## config.mk

```make
export PLATFORM = sky130hd
export DESIGN_NAME = saed_dff_pipe
export DESIGN_NICKNAME = d
export VERILOG_FILES = /design/src/rtl/saed_dff_pkg.sv /design/src/rtl/saed_dff_pipe_stage.sv /design/src/rtl/saed_dff_pipe.sv
export SDC_FILE = /design/constraint.sdc
export NUM_CORES = 1
export LEC_CHECK = 0
export CORE_MARGIN = 1
export CORE_UTILIZATION = 36
export CTS_BUF_LIST = sky130_fd_sc_hd__clkbuf_16
export DETAILED_ROUTE_END_ITERATION = 10
export DONT_BUFFER_PORTS = 1
export GPL_TIMING_DRIVEN = 0
export SKIP_CTS_REPAIR_TIMING = 1
export SYNTH_ARGS = -nofsm -noshare
export SYNTH_HDL_FRONTEND = slang
export SYNTH_SLANG_ARGS = --single-unit
```

## constraint.sdc

```tcl
create_clock -name clk -period 1.34 [get_ports clk]
set_input_delay 0.268 -clock clk [delete_from_list [all_inputs] [get_ports clk]]
set_output_delay 0.268 -clock clk [all_outputs]
set_load 0.02 [all_outputs]
```

## src/rtl/saed_dff_pkg.sv

```systemverilog
// Shared types and helpers for the saed_dff elastic register pipeline.
package saed_dff_pkg;

  // Fill bit replicated across WIDTH to form the default set value.
  localparam logic SET_VAL_FILL = 1'b1;

  typedef struct packed {
    logic valid;
    logic poison;
  } stage_flags_t;

  function automatic int unsigned occ_width(input int unsigned depth);
    return unsigned'($clog2(depth + 1));
  endfunction

endpackage

```

## src/rtl/saed_dff_pipe_stage.sv

```systemverilog
// One elastic stage: captures on load, empties on drain, and set overwrites whatever
// remains valid with SET_VAL while clearing poison.
module saed_dff_pipe_stage
  import saed_dff_pkg::*;
#(
  parameter int unsigned      WIDTH   = 8,
  parameter logic [WIDTH-1:0] SET_VAL = {WIDTH{SET_VAL_FILL}}
) (
  input  logic             clk,
  input  logic             rst,
  input  logic             set,
  input  logic             load,
  input  logic             drain,
  input  logic [WIDTH-1:0] d_in,
  input  logic             p_in,
  output stage_flags_t     flags,
  output logic [WIDTH-1:0] data
);

  logic next_valid;

  assign next_valid = load | (flags.valid & ~drain);

  // NOTE: non-blocking assignments keep every stage sampling pre-edge values,
  // so the chain shifts by exactly one position per clock.
  always_ff @(posedge clk) begin
    if (rst) begin
      // NOTE: data is reset as well; it is a handful of flops, and a known
      // out_data after reset is part of the interface contract.
      flags <= '0;
      data  <= '0;
    end else begin
      flags.valid <= next_valid;
      if (set) begin
        if (next_valid) begin
          data         <= SET_VAL;
          flags.poison <= 1'b0;
        end
      end else if (load) begin
        data         <= d_in;
        flags.poison <= p_in;
      end
    end
  end

endmodule

```

## src/rtl/saed_dff_pipe.sv

```systemverilog
// WIDTH x DEPTH elastic register pipeline with valid/ready handshaking, bubble
// collapsing, synchronous set, and a poison flag that travels with each datum.
module saed_dff_pipe
  import saed_dff_pkg::*;
#(
  parameter int unsigned      WIDTH   = 8,
  parameter int unsigned      DEPTH   = 2,
  parameter logic [WIDTH-1:0] SET_VAL = {WIDTH{SET_VAL_FILL}},
  parameter int unsigned      CNT_W   = 8
) (
  input  logic                        clk,
  input  logic                        rst,
  input  logic                        set,
  input  logic                        in_valid,
  output logic                        in_ready,
  input  logic [WIDTH-1:0]            in_data,
  input  logic                        in_ntfr,
  output logic                        out_valid,
  input  logic                        out_ready,
  output logic [WIDTH-1:0]            out_data,
  output logic                        out_poison,
  output logic [occ_width(DEPTH)-1:0] occupancy,
  output logic [CNT_W-1:0]            poison_cnt
);

  localparam int unsigned OCC_W = occ_width(DEPTH);

  stage_flags_t     flags      [DEPTH];
  logic [WIDTH-1:0] data       [DEPTH];
  logic [WIDTH-1:0] stage_d_in [DEPTH];
  logic [DEPTH-1:0] stage_p_in;
  logic [DEPTH-1:0] load;
  logic [DEPTH-1:0] adv;
  logic [DEPTH-1:0] next_valid;
  logic             chain_free;
  logic             in_xfer;
  logic [OCC_W-1:0] occ_next;

  // Ready ripples from out_ready back to the input, so an empty slot anywhere
  // downstream lets the stages behind it move up in the same cycle.
  always_comb begin
    // NOTE: every always_comb output gets a default first so no path can
    // leave it unassigned and infer a latch.
    adv        = '0;
    chain_free = out_ready;
    for (int k = DEPTH - 1; k >= 0; k--) begin
      adv[k]     = flags[k].valid & chain_free;
      chain_free = ~flags[k].valid | adv[k];
    end
    in_ready = ~set & chain_free;
  end

  assign in_xfer = in_valid & in_ready;

  for (genvar k = 0; k < DEPTH; k++) begin : g_stage
    if (k == 0) begin : g_head
      assign load[k]       = in_xfer;
      assign stage_d_in[k] = in_data;
      assign stage_p_in[k] = in_ntfr;
    end else begin : g_body
      assign load[k]       = adv[k-1];
      assign stage_d_in[k] = data[k-1];
      assign stage_p_in[k] = flags[k-1].poison;
    end

    assign next_valid[k] = load[k] | (flags[k].valid & ~adv[k]);

    saed_dff_pipe_stage #(
      .WIDTH   (WIDTH),
      .SET_VAL (SET_VAL)
    ) u_stage (
      .clk   (clk),
      .rst   (rst),
      .set   (set),
      .load  (load[k]),
      .drain (adv[k]),
      .d_in  (stage_d_in[k]),
      .p_in  (stage_p_in[k]),
      .flags (flags[k]),
      .data  (data[k])
    );
  end

  always_comb begin
    occ_next = '0;
    for (int k = 0; k < DEPTH; k++) begin
      occ_next = occ_next + OCC_W'(next_valid[k]);
    end
  end

  // Occupancy is registered so it never depends on the current cycle's handshakes.
  always_ff @(posedge clk) begin
    if (rst) begin
      occupancy  <= '0;
      poison_cnt <= '0;
    end else begin
      occupancy <= occ_next;
      if (in_xfer && in_ntfr && (poison_cnt != {CNT_W{1'b1}})) begin
        poison_cnt <= poison_cnt + CNT_W'(1);
      end
    end
  end

  assign out_valid  = flags[DEPTH-1].valid;
  assign out_data   = data[DEPTH-1];
  assign out_poison = flags[DEPTH-1].poison;

endmodule

```

== Word level (Yosys, flattened, before mapping) ==
Index checks and enable logic that the tools add are counted.
Cells by class
  equal/unequal tests: 3
  bitwise operators: 15
  add/subtract/negate cells: 2
  reductions and logical operators: 6
  mux-type cells: 12
Operator list (number)
  2-to-1 mux 8 bit: 6
  adder 8 x 1 -> 8 bit (second input constant): 1
  inequality test 8 bit (second input constant): 1
  AND 1 bit: 6
  2-to-1 mux 1 bit: 6
  inverter 1 bit: 5
  inequality test 2 x 1 -> 1 bit (second input constant): 2
  OR 1 bit: 4
  AND reduction 2 bit: 2
  nonzero test 2 bit: 2
  adder 1 x 1 -> 2 bit: 1
  logical AND 1 bit: 2
Storage, ports and cells
  output and inout port bits: 21
  logic and storage cells: 46
  bits of input ports: 14
  register bits: 30

== Longest topological paths before layout ==
Gate-level depths: netlist of the first run.
  word-level depth: 9
  gate-level depth with buffers: 5
  mapped depth without buffers: 5

== Hierarchy ==
Synthesis of the first run repeated with hierarchy kept, for this count alone.
Unflattened totals
  cell total of the unflattened synthesis: 152
  area, all modules: 1483.9 um2
Modules (own cells, without submodules)
  saed_dff_pipe_stage: area an instance 462.9 um2, times used 2, cells an instance 44, seq. area each 200.2 um2
  saed_dff_pipe: area an instance 558.0 um2, times used 1, cells an instance 64, seq. area each 200.2 um2

== Worst setup path before layout of the first run ==
No wires, ideal clock.
  path kind: reg-to-reg
  from: reg poison_cnt[0]
  to: reg poison_cnt[4]
  setup slack: -182 ps
  period minus slack after synthesis: 1522 ps
  setup time: 71 ps
  cell stages (with the launch flop): 5
  buffers on the path: 0
  required time: 1269 ps
  arrival: 1452 ps
  path through: dfxtp_1 > ha_1 > nand3_2 > or4_1 > a21oi_1
Between the ends
  word-level cells in the longest chain between the ends: 2
  elaborated cells between the ends (all ways): 3
  those cells by class: add/sub: 1; eq/ne: 1; reduce/logical: 1
RTL lines
  from (decl): RTL line saed_dff_pipe.sv:23  | output logic [CNT_W-1:0] poison_cnt
  from (signal assigned): RTL line saed_dff_pipe.sv:99  | poison_cnt <= poison_cnt + CNT_W'(1);
  branches (longest 2 deep; another with adder 8 x 1 -> 8 bit)
Several ways; the timed one is not identified.
A chain may end at the register's enable or synchronous reset.

== Worst setup path after layout of the first run ==
  from: reg g_stage[1].u_stage.flags[1] (netlist name)
  to: reg poison_cnt[3]
Between the ends
  word-level cells in the longest chain between the ends: 8
  elaborated cells between the ends (all ways): 9
  those cells by class: bitwise: 7; reduce/logical: 2
RTL lines
  AND 1 bit / inverter 1 bit (equally long branches): RTL line saed_dff_pipe.sv:47, saed_dff_pipe.sv:48
  OR 1 bit *: RTL line saed_dff_pipe.sv:48  | chain_free = ~flags[k].valid | adv[k];
  AND 1 bit *: RTL line saed_dff_pipe.sv:47  | adv[k] = flags[k].valid & chain_free;
  OR 1 bit *: RTL line saed_dff_pipe.sv:48
  AND 1 bit *: RTL line saed_dff_pipe.sv:50  | in_ready = ~set & chain_free;
  AND 1 bit *: RTL line saed_dff_pipe.sv:53  | assign in_xfer = in_valid & in_ready;
  logical AND 1 bit * (2 in a row): RTL line saed_dff_pipe.sv:98  | if (in_xfer && in_ntfr && (poison_cnt != {CNT_W{1'b1}})) begin
Every way passes the cells marked *; elsewhere a longest branch is shown, timed or not.

==> impl_metrics.env, run 1 <==
export IMPL_final_nets=197
export IMPL_critPathKind="reg -> reg"
export IMPL_slowest_delay_ns=0.37
export IMPL_die_y_um=63.8
export IMPL_grt_pass1_vias=1061
export IMPL_ys_warn_count=0
export IMPL_grt_antenna_before_repair=0
export IMPL_die_w_um=63.8
export IMPL_cts_made_buffers=5
export IMPL_yosysSeqAreaShare_pct=43.7
export IMPL_power_leakage_nw=0.703
export IMPL_grt_overflow=0
export IMPL_setup_viol=14
export IMPL_path_max_fanout=4
export IMPL_yosys_top_cells_area="dfxtp_1, nor2_1, a221oi_1"
export IMPL_synth_compound_area_share_pct=20.8
export IMPL_pwr_share_clk_pct=45.4
export IMPL_place_gp_congestion=0.801
export IMPL_critPathRequiredTime_ns=1.49
export IMPL_power_frac_seq_pct=43.4
export IMPL_failed_checks="setup timing"
export IMPL_clk_latency_ns=0.27
export IMPL_yosys_area_top_type="dfxtp_1"
export IMPL_p_comb_share_pct=11.3
export IMPL_slew_violations=0
export IMPL_synth_top_family_by_area="simple AND/OR/NAND/NOR gates"
export IMPL_fin_util_pct=52.8
export IMPL_clkTransAtPathRegs_ns=0.05
export IMPL_grt_pass1_wl_um=5200
export IMPL_rows=22
export IMPL_min_period_ns=1.51
export IMPL_ys_flop_type="dfxtp_1"
export IMPL_worstSetupStartpointType="flip-flop"
export IMPL_skew_ns=0.00341
export IMPL_post_synth_cell_area_avg_um2=8.65
export IMPL_drc=0
export IMPL_h_tree_depth=2
export IMPL_detailed_place_hpwl_um=2280
export IMPL_drive_gt1_share_pct=39.8
export IMPL_p_per_area_nw_per_um2=1140
export IMPL_start_util_pct=37.6
export IMPL_synth_simple_area_share_pct=22.1
export IMPL_whs_ns=0.292
export IMPL_first_pass_iters=4
export IMPL_hp_class="in -> reg"
export IMPL_end_kind="flip-flop"
export IMPL_ys_ff_latch=30
export IMPL_hold_violations=0
export IMPL_grt_setup_unrepaired="true"
export IMPL_grt_max_degree=11
export IMPL_clock_sinks=30
export IMPL_clockRootBuffer="clkbuf_16"
export IMPL_grt_usage_pct=16.7
export IMPL_fin_ws_ns=-0.172
export IMPL_synth_adder_area_share_pct=1.82
export IMPL_synth_top_cell_area_share_pct=43.7
export IMPL_totalWireLength_um=3590
export IMPL_synthArstFlopShare_pct=0
export IMPL_p_switching_w=0.000525
export IMPL_synthMuxAreaShare_pct=2.37
export IMPL_area_delta_synth_final_pct=40.7
export IMPL_arrival_ns=1.66
export IMPL_path_cells="and3b_2, nor3_4, a21boi_4, mux2_4"
export IMPL_synth_fp_nets=175
export IMPL_swShare_pct=23.7
export IMPL_numPortBuffers=0
export IMPL_cts_tree="built"
export IMPL_synth_area_um2=1380
export IMPL_worstMarginPinSlew_ns=0.717
export IMPL_outcome="finished, violations left"
export IMPL_vdd_drop_max_uv=653
export IMPL_drt_initial_drc_count=82
export IMPL_synth_cells=159
export IMPL_maxCapViolCount=0
export IMPL_p_int_w=0.00169
export IMPL_via_per_inst=5.54
export IMPL_relSlewSlack_pct=52.2
export IMPL_period_share_pct=113
export IMPL_fmax_mhz=661
export IMPL_cp_slowest_cell="dfxtp_4"
export IMPL_synth_edf_count=0
export IMPL_ant_nets=0
export IMPL_io_pins=35
export IMPL_vias=1268
export IMPL_ys_types=36
export IMPL_synth_common_cells="dfxtp_1, nor2_1, nand2_1"
export IMPL_yosysMostFrequentCell="dfxtp_1"
export IMPL_synthXorXnorAreaFrac_pct=0
export IMPL_die_area_um2=4070
export IMPL_wl_per_cell_um=15.7
export IMPL_antenna_cells=0
export IMPL_cts_buffer_depth=2
export IMPL_fp_coreArea_um2=3660
==> power by group through the flow <==
stage               Sequential [W]  Clock, W  Combinational (W)
floorplan                 0.000974         0           0.000161
global placement          0.000977         0           0.000188
detailed placement        0.000980         0           0.000193
CTS                       0.000963   0.00102           0.000193
global route              0.000963   0.00109           0.000272
finish                    0.000960   0.00100           0.000249
==> worst paths after layout <==
| kind | startpoint | end | slack (ns) | depth (start not counted) |
|---|---|---|---|---|
| worst min-delay path | rst | poison_cnt[3] | 0.29 | 2 |
| worst min register to register | g_stage[0].u_stage.data[5] | g_stage[1].u_stage.data[5] | 0.51 | 2 |
| worst max register to register | g_stage[1].u_stage.flags[1] | poison_cnt[3] | -0.17 | 4 |
| worst max-delay path | g_stage[1].u_stage.flags[1] | poison_cnt[3] | -0.17 | 4 |
==> registers in the layout, summed over array words and instances (netlist names) <==
signal and cells:
occupancy 2, poison_cnt 8, g_stage.u_stage.data 16, g_stage.u_stage.flags 4
==> layer usage <==
layer,vias to the layer above,share of wire [%],GRT usage [%]
met5,-,0,0
met4,0,0.72,8.52
met3,2,5.9,5.00
met2,41,48,23.5
met1,612,45,22.8
li1,613,-,-
==> layout make-up <==
type / instances / area (um2)
clock buffer: 5 / 125
fill: 328 / 1730
multi-input combinational: 105 / 850
buffer: 16 / 113
timing repair buffer: 14 / 118
inverter: 9 / 33.8
tap: 48 / 60.1
clock inverter: 2 / 7.51
sequential: 30 / 628
==> stage by stage <==
| step | std cells | setup TNS, ns | area, um2 | power (W) | setup slack, ns |
|---|---|---|---|---|---|
| 2_1_floorplan | 159 | -0.00977 | 1430 | 0.00113 | -0.00977 |
| 3_3_place_gp | 207 | -3.70 | 1490 | 0.00117 | -0.251 |
| 3_5_place_dp | 207 | -4.48 | 1490 | 0.00117 | -0.310 |
| 4_1_cts | 214 | -4.79 | 1620 | 0.00218 | -0.309 |
| 5_1_grt | 229 | -1.76 | 1930 | 0.00232 | -0.193 |
| 6_report | 229 | -0.903 | 1930 | 0.00221 | -0.172 |
==> worst max-delay path: cells and delay by family (launching register included) <==
kind               cells  cell delay, ns
AOI/OAI and AO/OA      1            0.23
DFF                    1            0.37
muxes                  1            0.31
and+or+nand+nor        2            0.49
==> kinds of logic after synthesis <==
family / after synthesis
simple gates: 57
compound gates: 42
flops: 30
buf+inv: 25
mux: 3
fa+ha+maj: 2
==> layout by cell type (no fill, tap or decap), types with 2 or more instances in the layout <==
cell type,n
buf_6,3
a21oi_4,2
a21oi_2,2
clkbuf_16,5
and4_4,2
a31oi_1,2
nand3b_1,2
o31ai_1,2
and3b_2,2
a221oi_1,6
dfxtp_4,7
nand2_4,2
mux2_4,2
nor2_2,3
a311oi_2,7
o21ai_0,9
nand2_1,10
clkbuf_1,5
a221oi_2,2
inv_1,11
a21oi_1,6
nor2_1,16
buf_4,21
dfxtp_1,22
nor2b_1,5
nand2b_1,2
ha_4,2
Power figures use the tool's default switching activity.
==> run 2: changes to the inputs <==
Settings changed: CORE_ASPECT_RATIO set to 1.25, CORE_MARGIN 1 to not set.
Clock period 1.34 ns to 1.9 ns, I/O delays scaled along.
==> run 2 against run 1 <==
The flow finishes with violations (DRC). First-iteration DRC count decreased by 66%. Largest cell class unchanged. Highest routed layer unchanged. Combinational power decreased by 46%. Power decreased by 29%. Clock skew about the same. Register-to-register slack better by 0.38 ns.
==> impl_metrics.env, run 2 (synthesis gave the netlist of run 1 again) <==
export IMPL_outcome="finished, violations left"
export IMPL_failed_checks="DRC"
export IMPL_via_per_inst=5.63
export IMPL_fin_area_um2=1570
export IMPL_mostFrequentLayoutCells="dfxtp_1, nor2_1, nand2_1, inv_1, o21ai_0"
export IMPL_p_per_area_nw_per_um2=1000
export IMPL_arrival_ns=1.86
export IMPL_path_buf_inv=0
export IMPL_area_delta_synth_final_pct=13.8
export IMPL_antenna_cells=0
export IMPL_relSlewSlack_pct=67.6
export IMPL_cts_buffer_depth=2
export IMPL_clockRootBuffer="clkbuf_16"
export IMPL_grt_usage_pct=17.1
export IMPL_min_period_ns=1.69
export IMPL_worstMarginPinSlew_ns=0.487
export IMPL_io_pins=35
export IMPL_grt_pass1_wl_um=5230
export IMPL_fmax_mhz=590
export IMPL_swShare_pct=24.3
export IMPL_grt_pass1_vias=1140
export IMPL_clkTransAtPathRegs_ns=0.05
export IMPL_slowest_delay_ns=0.40
export IMPL_grt_max_degree=11
export IMPL_die_area_um2=4070
export IMPL_h_tree_depth=2
export IMPL_stdcell_count=206
export IMPL_path_cells="and3b_1, nor3_2, a21boi_1, mux2_2"
export IMPL_fp_coreArea_um2=3570
export IMPL_critPathKind="reg -> reg"
export IMPL_drt_initial_drc_count=28
export IMPL_detailed_place_hpwl_um=2230
export IMPL_hold_violations=0
export IMPL_path_max_fanout=4
export IMPL_power_leakage_nw=0.597
export IMPL_worstSetupStartpointType="flip-flop"
export IMPL_grt_antenna_before_repair=0
export IMPL_ant_nets=0
export IMPL_fin_util_pct=43.8
export IMPL_die_w_um=57.3
export IMPL_largest_register="g_stage.u_stage.data"
export IMPL_hp_class="in -> reg"
export IMPL_dp_cells=198
export IMPL_numPortBuffers=0
export IMPL_p_int_w=0.00119
export IMPL_vdd_drop_max_uv=375
export IMPL_start_util_pct=38.5
export IMPL_critical_path_top_delay_family="simple AND/OR/NAND/NOR gates"
export IMPL_place_gp_congestion=0.764
export IMPL_p_switching_w=0.000380
export IMPL_first_pass_iters=9
export IMPL_critPathRequiredTime_ns=2.07
export IMPL_tns_ns=0
export IMPL_power_frac_seq_pct=43.5
export IMPL_place_ws_ns=0.139
export IMPL_final_common_cell="dfxtp_1"
export IMPL_clk_latency_ns=0.28
export IMPL_hold_depth=2
export IMPL_totalWireLength_um=3080
export IMPL_wl_per_cell_um=15.0
export IMPL_maxCapViolCount=0
export IMPL_pwr_share_clk_pct=47.9
export IMPL_path_depth=4
export IMPL_placed_cell_area_um2=1420
export IMPL_cts_made_buffers=5
export IMPL_largest_reg_flops=16
export IMPL_p_comb_share_pct=8.5
export IMPL_skew_ns=0.00342
export IMPL_grt_overflow=0
export IMPL_fin_ws_ns=0.205
export IMPL_cts_tree="built"
export IMPL_vias=1160
export IMPL_reg_top3="g_stage.u_stage.data: 16 flops, poison_cnt: 8 flops, g_stage.u_stage.flags: 4 flops"
export IMPL_grt_setup_unrepaired="false"
export IMPL_final_nets=182
export IMPL_period_share_pct=89.2
export IMPL_drc=2
export IMPL_clock_sinks=30
export IMPL_setup_viol=0
export IMPL_rows=24
export IMPL_drive_gt1_share_pct=13.2
export IMPL_rr_worst_depth=4
export IMPL_cp_slowest_cell="dfxtp_1"
export IMPL_slew_violations=0
export IMPL_end_kind="flip-flop"
export IMPL_die_y_um=71.1
[run 2: cell types whose count changed in the layout (fill, tap and decap cells not counted), moves of 4 or more]
cell	change
a311oi_1	+7
dfxtp_1	+8
nor2_1	+4
buf_4	-13
a311oi_2	-7
dfxtp_4	-7
[run 2: worst register-to-register path, stage by stage, from the launching register on]
cell      delay (ns)
dfxtp_1         0.40
and3b_1         0.25
nor3_2          0.30
a21boi_1        0.28
mux2_2          0.36
[run 2: area by class of cell]
class	count	area, um2
multi-input cells	104	652
plain buffers	16	92.6
clock buffers	5	125
clock inverters	3	12.5
flip-flops and latches	30	601
inverters	9	33.8
well taps	39	48.8
fillers	369	2010
[run 2: routing by layer]
layer,track usage (%),wire length (um)
met2,26.5,1440
met1,20.2,1320
met5,0,0
met3,5.67,249
met4,10.6,67
[run 2: power by group through the flow]
stage               Combinational, W  Clock, W  Sequential [W]
detailed placement          0.000134         0        0.000695
finish                      0.000134  0.000750        0.000681
global placement            0.000130         0        0.000693
floorplan                   0.000112         0        0.000690
CTS                         0.000135  0.000751        0.000682
global route                0.000152  0.000785        0.000685
[run 2: worst paths after layout]
check,startpoint,end,slack (ns)
max,g_stage[1].u_stage.flags[1],poison_cnt[3],0.21
min,rst,poison_cnt[3],0.36
max reg2reg,g_stage[1].u_stage.flags[1],poison_cnt[3],0.21
min reg2reg,g_stage[0].u_stage.data[5],g_stage[1].u_stage.data[5],0.49
[run 2: metrics by stage]
stage / hold WS, ns / power, W
2_1_floorplan: 0.459 / 0.000802
3_3_place_gp: 0.474 / 0.000823
3_5_place_dp: 0.482 / 0.000828
4_1_cts: 0.360 / 0.00157
5_1_grt: 0.391 / 0.00162
6_report: 0.357 / 0.00156
==> run 3: changes to the inputs <==
Settings changed: SETUP_SLACK_MARGIN set to 0.3.
==> run 3 against run 2 <==
Worst hold slack hardly changed. The flow still finishes with violations (DRC). Fmax is 7.2% higher. Final area is 2.6% higher. Routed wire length is 0.84% higher. Via count is 0.52% higher. Final cell count stayed put. Highest routed layer unchanged. Critical endpoint unchanged. Clock power hardly changed. Register-to-register slack better by 0.11 ns. Non-clock buffer count stayed put.
==> impl_metrics.env, run 3 (synthesis gave the netlist of run 1 again) <==
export IMPL_cp_slowest_cell="dfxtp_2"
export IMPL_hold_violations=0
export IMPL_largest_reg_flops=16
export IMPL_fmax_mhz=633
export IMPL_grt_setup_unrepaired="true"
export IMPL_largest_register="g_stage.u_stage.data"
export IMPL_vias=1166
export IMPL_via_per_inst=5.66
export IMPL_critPathRequiredTime_ns=2.06
export IMPL_drt_initial_drc_count=29
export IMPL_outcome="finished, violations left"
export IMPL_power_leakage_nw=0.603
export IMPL_grt_antenna_before_repair=0
export IMPL_clk_latency_ns=0.28
export IMPL_slowest_delay_ns=0.37
export IMPL_path_max_fanout=4
export IMPL_min_period_ns=1.58
export IMPL_regArea_um2=613
export IMPL_reg_top3="g_stage.u_stage.data: 16 flops, poison_cnt: 8 flops, g_stage.u_stage.flags: 4 flops"
export IMPL_grt_usage_pct=17.1
export IMPL_grt_overflow=0
export IMPL_fin_area_um2=1610
export IMPL_fp_coreArea_um2=3570
export IMPL_clockRootBuffer="clkbuf_16"
export IMPL_grt_pass1_wl_um=5230
export IMPL_tns_ns=0
export IMPL_fin_util_pct=44.9
export IMPL_die_w_um=57.3
export IMPL_relSlewSlack_pct=67.3
export IMPL_period_share_pct=83.2
export IMPL_multi_input_comb_area_um2=678
export IMPL_cts_tree="built"
export IMPL_vdd_drop_max_uv=376
export IMPL_placed_cell_area_um2=1420
export IMPL_critical_path_top_delay_family="simple AND/OR/NAND/NOR gates"
export IMPL_io_pins=35
export IMPL_skew_ns=0.00410
export IMPL_final_common_cell="dfxtp_1"
export IMPL_maxCapViolCount=0
export IMPL_end_kind="flip-flop"
export IMPL_fillCellCount=368
export IMPL_mostFrequentLayoutCells="dfxtp_1, nor2_1, nand2_1, inv_1, o21ai_0"
export IMPL_ant_nets=0
export IMPL_grt_max_degree=11
export IMPL_totalWireLength_um=3110
export IMPL_drive_gt1_share_pct=21.6
export IMPL_final_nets=182
export IMPL_clkTransAtPathRegs_ns=0.05
export IMPL_arrival_ns=1.74
export IMPL_hp_class="in -> reg"
export IMPL_numPortBuffers=0
export IMPL_antenna_cells=0
export IMPL_detailed_place_hpwl_um=2230
export IMPL_die_area_um2=4070
export IMPL_start_util_pct=38.5
export IMPL_rows=24
export IMPL_clock_sinks=30
export IMPL_h_tree_depth=2
export IMPL_cts_buffer_depth=2
export IMPL_worstMarginPinSlew_ns=0.490
export IMPL_area_delta_synth_final_pct=16.7
export IMPL_critPathKind="reg -> reg"
export IMPL_grt_pass1_vias=1140
export IMPL_die_y_um=71.1
export IMPL_failed_checks="DRC"
export IMPL_first_pass_iters=9
export IMPL_drc=2
export IMPL_worstSetupStartpointType="flip-flop"
export IMPL_cts_made_buffers=5
export IMPL_path_buf_inv=0
export IMPL_setup_viol=0
export IMPL_p_per_area_nw_per_um2=977
export IMPL_wl_per_cell_um=15.1
export IMPL_slew_violations=0
export IMPL_place_gp_congestion=0.764
export IMPL_whs_ns=0.357
export IMPL_path_cells="and3b_1, nor3_2, a21boi_2, mux2_2"
## run 3: path summary, 6_finish.rpt
kind,start,end,slack (ns),cells past startpoint
worst max-delay path,g_stage[1].u_stage.flags[1],poison_cnt[3],0.32,4
worst max register to register,g_stage[1].u_stage.flags[1],poison_cnt[3],0.32,4
worst min register to register,g_stage[0].u_stage.data[5],g_stage[1].u_stage.data[5],0.48,2
worst min-delay path,rst,poison_cnt[3],0.36,2
## run 3: area by class of cell
class,instances,share of cell area [%]
plain buffers,16,5.85
flip-flops and latches,30,38.2
clock buffers,5,7.79
clock inverters,3,0.779
inverters,9,2.10
well taps,39,3.04
multi-input cells,104,42.2
## run 3: routing by layer
layer  global-route usage, %  up-vias  wire [um]
met4                    10.6        0         67
met1                    20.2      548       1350
met3                    5.67        7        220
met2                    26.5       31       1470
li1                        -      580          -
met5                       0        -          0
## run 3: power breakdown
part | total, W | leakage, nW | switching, W | internal [W]
clock | 0.000750 | 0.0724 | 0.000278 | 0.000472
sequential | 0.000682 | 0.250 | 0.0000211 | 0.000660
combinational | 0.000136 | 0.281 | 0.0000831 | 0.0000533
## run 3: per-stage QoR
stage	instances	total power, W	setup slack (ns)
after floorplan	159	0.000802	0.358
after global placement	198	0.000823	0.142
after detailed placement	198	0.000828	0.139
after CTS	206	0.00157	0.123
after global routing	206	0.00162	0.260
final	206	0.00157	0.319
